File: config.mk
export PLATFORM = sky130hd
export DESIGN_NAME = btn_repeat
export DESIGN_NICKNAME = d
export VERILOG_FILES = /design/src/rtl/btn_repeat.sv
export SDC_FILE = /design/constraint.sdc
export NUM_CORES = 1
export LEC_CHECK = 0
export ABC_CLOCK_PERIOD_IN_PS = 6700
export CORE_MARGIN = 5
export CORE_UTILIZATION = 30
export DETAILED_ROUTE_END_ITERATION = 7
export PLACE_DENSITY = 0.44
export SYNTH_ARGS = -nofsm -noshare
export SYNTH_HDL_FRONTEND = slang
export SYNTH_SLANG_ARGS = --single-unit
File: constraint.sdc
create_clock -name CLK -period 6.7 [get_ports CLK]
set_input_delay 1.34 -clock CLK [delete_from_list [all_inputs] [get_ports CLK]]
set_output_delay 1.34 -clock CLK [all_outputs]
set_load 0.01 [all_outputs]
File: src/rtl/btn_repeat.sv
// Button front end: sync, tick-based debounce, press pulse plus auto-repeat pulses while held.
// Latency: BTNIN to LEVEL/press PULSE is at most 2 + DB_TICKS*TICK_DIV cycles; outputs are registered.
// Backpressure: none; PULSE is a one-cycle strobe that the consumer must take when it is high.
//
// Ports:
//    CLK    system clock
//    RST    asynchronous active-high reset
//    BTNIN  raw active-high button, asynchronous to CLK
//    PULSE  one-cycle strobe on a press or on each auto-repeat
//    LEVEL  debounced button level
//    HELD   high while auto-repeat is active
module btn_repeat #(
   parameter int TICK_DIV   = 125000,
   parameter int DB_TICKS   = 10,
   parameter int HOLD_TICKS = 500,
   parameter int RPT_TICKS  = 100
) (
   input  logic CLK,
   input  logic RST,
   input  logic BTNIN,
   output logic PULSE,
   output logic LEVEL,
   output logic HELD
);

   localparam int PW = (TICK_DIV   > 1) ? $clog2(TICK_DIV)   : 1;
   localparam int DW = (DB_TICKS   > 1) ? $clog2(DB_TICKS)   : 1;
   localparam int HW = (HOLD_TICKS > 1) ? $clog2(HOLD_TICKS) : 1;
   localparam int RW = (RPT_TICKS  > 1) ? $clog2(RPT_TICKS)  : 1;

   localparam logic [PW-1:0] P_MAX = PW'(TICK_DIV - 1);
   localparam logic [DW-1:0] D_MAX = DW'(DB_TICKS - 1);
   localparam logic [HW-1:0] H_MAX = HW'(HOLD_TICKS - 1);
   localparam logic [RW-1:0] R_MAX = RW'(RPT_TICKS - 1);

   typedef enum logic [1:0] {
      IDLE   = 2'd0,
      PRESS  = 2'd1,
      REPEAT = 2'd2
   } state_t;

   logic          sync1_q, sync1_d;
   logic          sync2_q, sync2_d;
   logic [PW-1:0] pcnt_q,  pcnt_d;
   logic [DW-1:0] dbcnt_q, dbcnt_d;
   logic [HW-1:0] hcnt_q,  hcnt_d;
   logic [RW-1:0] rcnt_q,  rcnt_d;
   logic          level_q, level_d;
   logic          pulse_q, pulse_d;
   logic          held_q,  held_d;
   state_t        state_q, state_d;

   logic tick;
   logic rise;
   logic fall;

   always_comb begin
      tick    = (pcnt_q == P_MAX);
      pcnt_d  = tick ? '0 : pcnt_q + PW'(1);
      sync1_d = BTNIN;
      sync2_d = sync1_q;

      // Debounce: LEVEL only moves after DB_TICKS consecutive disagreeing ticks.
      level_d = level_q;
      dbcnt_d = dbcnt_q;
      if (tick) begin
         if (sync2_q != level_q) begin
            if (dbcnt_q == D_MAX) begin
               level_d = ~level_q;
               dbcnt_d = '0;
            end else begin
               dbcnt_d = dbcnt_q + DW'(1);
            end
         end else begin
            dbcnt_d = '0;
         end
      end

      // Edges are taken from the next LEVEL so the press pulse lands in the
      // same cycle LEVEL goes high.
      rise = tick & level_d & ~level_q;
      fall = tick & ~level_d & level_q;

      state_d = state_q;
      hcnt_d  = hcnt_q;
      rcnt_d  = rcnt_q;
      pulse_d = 1'b0;
      held_d  = held_q;

      case (state_q)
         IDLE: begin
            if (rise) begin
               state_d = PRESS;
               pulse_d = 1'b1;
               hcnt_d  = '0;
            end
         end
         PRESS: begin
            // Release is checked first so it wins over a coincident hold expiry.
            if (fall) begin
               state_d = IDLE;
            end else if (tick) begin
               if (hcnt_q == H_MAX) begin
                  state_d = REPEAT;
                  pulse_d = 1'b1;
                  held_d  = 1'b1;
                  rcnt_d  = '0;
               end else begin
                  hcnt_d = hcnt_q + HW'(1);
               end
            end
         end
         REPEAT: begin
            if (fall) begin
               state_d = IDLE;
               held_d  = 1'b0;
            end else if (tick) begin
               if (rcnt_q == R_MAX) begin
                  pulse_d = 1'b1;
                  rcnt_d  = '0;
               end else begin
                  rcnt_d = rcnt_q + RW'(1);
               end
            end
         end
         default: begin
            state_d = IDLE;
            held_d  = 1'b0;
         end
      endcase
   end

   always_ff @(posedge CLK or posedge RST) begin
      if (RST) begin
         sync1_q <= 1'b0;
         sync2_q <= 1'b0;
         pcnt_q  <= '0;
         dbcnt_q <= '0;
         hcnt_q  <= '0;
         rcnt_q  <= '0;
         level_q <= 1'b0;
         pulse_q <= 1'b0;
         held_q  <= 1'b0;
         state_q <= IDLE;
      end else begin
         sync1_q <= sync1_d;
         sync2_q <= sync2_d;
         pcnt_q  <= pcnt_d;
         dbcnt_q <= dbcnt_d;
         hcnt_q  <= hcnt_d;
         rcnt_q  <= rcnt_d;
         level_q <= level_d;
         pulse_q <= pulse_d;
         held_q  <= held_d;
         state_q <= state_d;
      end
   end

   assign PULSE = pulse_q;
   assign LEVEL = level_q;
   assign HELD  = held_q;

endmodule
# Word level (Yosys, flattened, before mapping)
# Index checks and enable logic that the tools add are counted.
totals:
  register_bits: 44
  output_inout_bits: 3
op_classes:
  addsub: 4
  n_eq_ne: 17
  n_mux: 37
  bitwise: 7
  n_reduce_logical: 7
ops:
  columns: ["operator", "count"]
  rows:
  - ["7-bit two-way mux", 6]
  - ["9-bit two-way mux", 4]
  - ["9-bit one-hot mux with 2 select lines", 1]
  - ["17-bit by 1-bit adder with 17-bit output (second input constant)", 1]
  - ["17-bit equality test (second input constant)", 1]
  - ["17-bit two-way mux", 1]
  - ["2-bit inequality test (second input constant)", 8]
  - ["1-bit two-way mux", 14]
  - ["7-bit one-hot mux with 2 select lines", 1]
  - ["2-bit two-way mux", 5]
  - ["5-bit AND reduction", 2]
  - ["9-bit by 1-bit adder with 9-bit output (second input constant)", 1]
  - ["9-bit equality test (second input constant)", 1]
  - ["4-bit two-way mux", 2]
  - ["7-bit by 1-bit adder with 7-bit output (second input constant)", 1]
  - ["7-bit equality test (second input constant)", 1]
  - ["3-bit inequality test (second input constant)", 2]
  - ["1-bit one-hot mux with 3 select lines", 2]
  - ["2-bit one-hot mux with 3 select lines", 1]
  - ["6-bit AND reduction", 1]
  - ["4-bit by 1-bit adder with 4-bit output (second input constant)", 1]
  - ["1-bit AND", 4]
  - ["4-bit equality test (second input constant)", 1]
  - ["4-bit AND reduction", 1]
  - ["other kinds (6)", 9]

# Logic depth before layout (Yosys ltp)
logic_depth:
  word_depth: 9
  ltp_mapped: 8
  depth_no_buf: 7

# Least setup slack after synthesis
# Ideal clock, no wire load.
synth_timing:
  kind: "register to register"
  start: "register pcnt_q[7]"
  end: "register hcnt_q[4]"
  setup_ps: 92
  t_arrival_ps: 2001
  path_slack_ps: 4608
  path_stages_with_launch: 6
  path_buffers: 0
  synth_period_minus_slack_ps: 2092
  cell_sequence: "dfrtp_1 -> or4_1 -> nor4_2 -> nand2_1 -> or4_4 -> o31ai_2"
synth_between:
  elab_chain_cells: 7
  elab_cells_between_ends: 11
  cone_classes: "eq/ne (4); mux (1); bitwise (5); reduce/logical (1)"
synth_lines:
  columns: ["element", "line", "source"]
  rows:
  - ["from (decl)", "44", "logic [PW-1:0] pcnt_q, pcnt_d;"]
  - ["from (signal assigned)", "148", "pcnt_q <= pcnt_d;"]
  - ["17-bit equality test *", "58", "tick = (pcnt_q == P_MAX);"]
  - ["1-bit two-way mux", "66", "if (tick) begin"]
  - ["1-bit NOT", "82", "fall = tick & ~level_d & level_q;"]
  - ["1-bit AND (2 in series)", "82", null]
  - ["2-bit inequality test (no line)", null, null]
  - ["5-bit AND reduction (no line) *", null, null]
  - ["to (signal assigned)", "150", "hcnt_q <= hcnt_d;"]
  - ["to (decl)", "46", "logic [HW-1:0] hcnt_q, hcnt_d;"]
# Mark *: on every way between the ends. The rest lies on a longest branch, timed or not.
# A chain may end at the register's enable or synchronous reset.

# Worst setup path after layout
layout_timing:
  start: "register level_q (netlist: LEVEL)"
  end: "output port LEVEL"
layout_rtl:
  columns: ["element", "line", "source"]
  rows:
  - ["from (decl)", "48", "logic level_q, level_d;"]
  - ["from (signal assigned)", "152", "level_q <= level_d;"]
  - ["to (decl)", "22", "output logic LEVEL,"]
# No word-level cell between the ends.

==> qor.yml <==
num_rows: 31
synth_compound_area_share_pct: 15.9
fin_hold_ws_ps: 366
fin_total_pwr_mw: 0.435
wl_met1_mm: 2.39
htreeDepth: 2
drc: 0
startpoint: "LEVEL$_DFF_PP0_"
async_flop_share_pct: 100
wl_met2_mm: 2.05
drt_iter0_drc: 49
worstPathMaxFanout: 5
first_pass_iters: 4
clkSlewWorstSetupHoldPaths_ps: 70
die_w_um: 96.7
synth_cell_types: 46
synthAdderAreaFrac_pct: 2.77
initial_utilization_pct: 31.0
dieHeight_um: 96.7
cts_sinks: 44
grt_pass1_vias: 1674
io_pins: 6
fin_util_pct: 34.3
maxClockFrequency_mhz: 391
critical-path-top-delay-family: "buffers and inverters"
slew_viol_final: 0
n_antenna_cell: 0
ys_seq_area_share_pct: 48.8
syn2layout_area_growth_pct: 10.8
max_slew_margin_pct: 36.7
dp_cells: 334
final_common_cell: "dfrtp_1"
setup_viol: 0
setup_ws_ps: 4140
hold_depth: 0
final_net_count: 250
fin_crit_ps: 2560
synthMuxAreaShare_pct: 0.942
cpPeakStageDelay_ps: 550
end_kind: "output pin"
worst_pin_slew_ps: 949
clockRootBuffer: "clkbuf_8"
grt_max_degree: 45
period_share_pct: 38.2
r2r_end: "hcnt_q[3]$_DFFE_PP0P_"
design_area_mm2: 0.00250
vias: 1707
synth_fp_nets: 243
fin_cells: 341
syn_area_per_cell_um2: 9.60
ys_seq_elements: 44
hold-path-endpoint: "sync2_q$_DFF_PP0_"
antenna_found_initial: 0
track_usage_pct: 10.5
synthSimpleGateAreaFrac_pct: 23.9
finalSetupTns_ps: 0
worstHoldStart: "sync1_q$_DFF_PP0_"
cts_tree: "yes"
yosys_warnings: 0
num-fill-cells: 780
ctsHoldBuffers: 0
synth-edff-count: 0
start_kind: "flop"
dr.max_layer_used: "met4"
cts_buffer_depth: 2
overflow: 0
hpwl_mm: 3.18
crit_chain: "clkdlybuf4s50_1"
wl_met3_um: 116
hold_viol_final: 0
dp_worst_setup_slack_ps: 4100
fin_skew_ps: 11.8
ir_worst_vdd_mv: 0.105
r2r-start: "pcnt_q[7]$_DFF_PP0_"
syn_inst: 235
max_cap_viol_count: 0
run_status: "finished, final reports clean"
required_ps: 5360
cts.repair.resized: 0
routabilityCongestion: 0.758
drive_gt1_share_pct: 6.20
antenna_left: 0
io_buffers: 5
reg2reg_depth: 5
min_path_type: "reg -> reg"
synth_top_family_by_area: "simple AND/OR/NAND/NOR gates"
rsz0062_at_grt: "no"
wl_per_cell_um: 13.5
dpl-instance-area_mm2: 0.00242
critical_path_buf_inv_count: 1
reg2reg_slack_ps: 4170
core_region_area_mm2: 0.00729
worstPathArrival_ps: 1220
synth_area_mm2: 0.00226
wirelength_mm: 4.61
critPathSlowestCell: "clkdlybuf4s50_1"
synth-xor-area-share_pct: 5.43
layout_common_cells: "44 x dfrtp_1, 20 x o21ai_1, 19 x nand2_1"
cellLeakagePower_nw: 1.02
critPathKind: "reg -> out"
cts_inserted_buffers: 5
clkLatencyLatePin_ps: 290
die_area_mm2: 0.00936
cts_setup_buffers: 0
grt_pass1_wl_mm: 8.20
avgViaCountPerCell: 5.01
ys.flop_type: "dfrtp_1"
p_per_area_mw_per_mm2: 174
[cell families after synthesis]
| kind of cell | Yosys count |
|---|---|
| muxes | 2 |
| AOI/OAI and AO/OA | 59 |
| and+or+nand+nor | 98 |
| adders and majority gates | 5 |
| DFF | 44 |
| buffers and inverters | 13 |
| xor gates and xnor gates | 14 |
[synthesized netlist by cell type, types with 2 or more instances]
master | number | area share (%)
or2_2 | 4 | 1.1
and3_1 | 5 | 1.4
xor2_1 | 9 | 3.5
nand2b_1 | 6 | 1.7
o21ai_1 | 20 | 4.4
and4_1 | 3 | 1.2
nor2_1 | 16 | 2.7
clkbuf_1 | 3 | 0.50
o22ai_1 | 2 | 0.55
nor4_1 | 2 | 0.55
or3_1 | 2 | 0.55
dfrtp_1 | 44 | 49
nand3_1 | 17 | 3.8
inv_1 | 7 | 1.2
nand4_1 | 5 | 1.4
nor3_1 | 3 | 0.66
a21oi_1 | 11 | 2.4
ha_1 | 5 | 2.8
buf_2 | 2 | 0.44
nor2b_1 | 5 | 1.4
a21o_1 | 2 | 0.66
xnor2_1 | 5 | 1.9
o31ai_1 | 7 | 2.3
nor4b_1 | 2 | 0.78
o41ai_1 | 3 | 1.2
nand2_1 | 19 | 3.2
a31oi_1 | 4 | 1.1
o21ai_0 | 4 | 0.89
[worst max-delay path by stage]
stage | endpoint | slack, ps | cells past startpoint
2_1_floorplan | HELD$_DFFE_PP0P_ | 4330 | 1
3_3_place_gp | hcnt_q[2]$_DFFE_PP0P_ | 4130 | 2
3_5_place_dp | hcnt_q[3]$_DFFE_PP0P_ | 4100 | 2
4_1_cts | LEVEL | 4120 | 1
5_1_grt | hcnt_q[3]$_DFFE_PP0P_ | 4010 | 5
6_report | LEVEL | 4140 | 1
[cell type report]
type	instances	area (um2)	area share, %
clock inverter	1	5.00	0.200
tap	99	124	4.95
sequential	44	1100	44.0
inverter	7	26.3	1.05
clock buffer	6	72.6	2.90
timing repair buffer	6	57.6	2.30
multi-input combinational	178	1110	44.5
[flip-flops by register name, summed over array words and instances, names as in the netlist]
register,flops
pcnt_q,17
hcnt_q,9
PULSE,1
sync1_q,1
dbcnt_q,4
LEVEL,1
sync2_q,1
rcnt_q,7
state_q,2
HELD,1
[power breakdown]
part	internal, mW	switching [mW]	leakage [nW]
clock network	0.0711	0.0901	0.0410
registers	0.266	0.000343	0.596
logic	0.00158	0.00609	0.383
total	0.339	0.0965	1.02
[routing by layer]
layer | GRT usage (%) | vias to the layer above
met2 | 15.1 | 20
met3 | 2.52 | 5
met4 | 4.00 | 0
li1 | - | 870
met1 | 15.1 | 812
met5 | 0 | -
No activity file was read; power rests on OpenSTA's default activity.
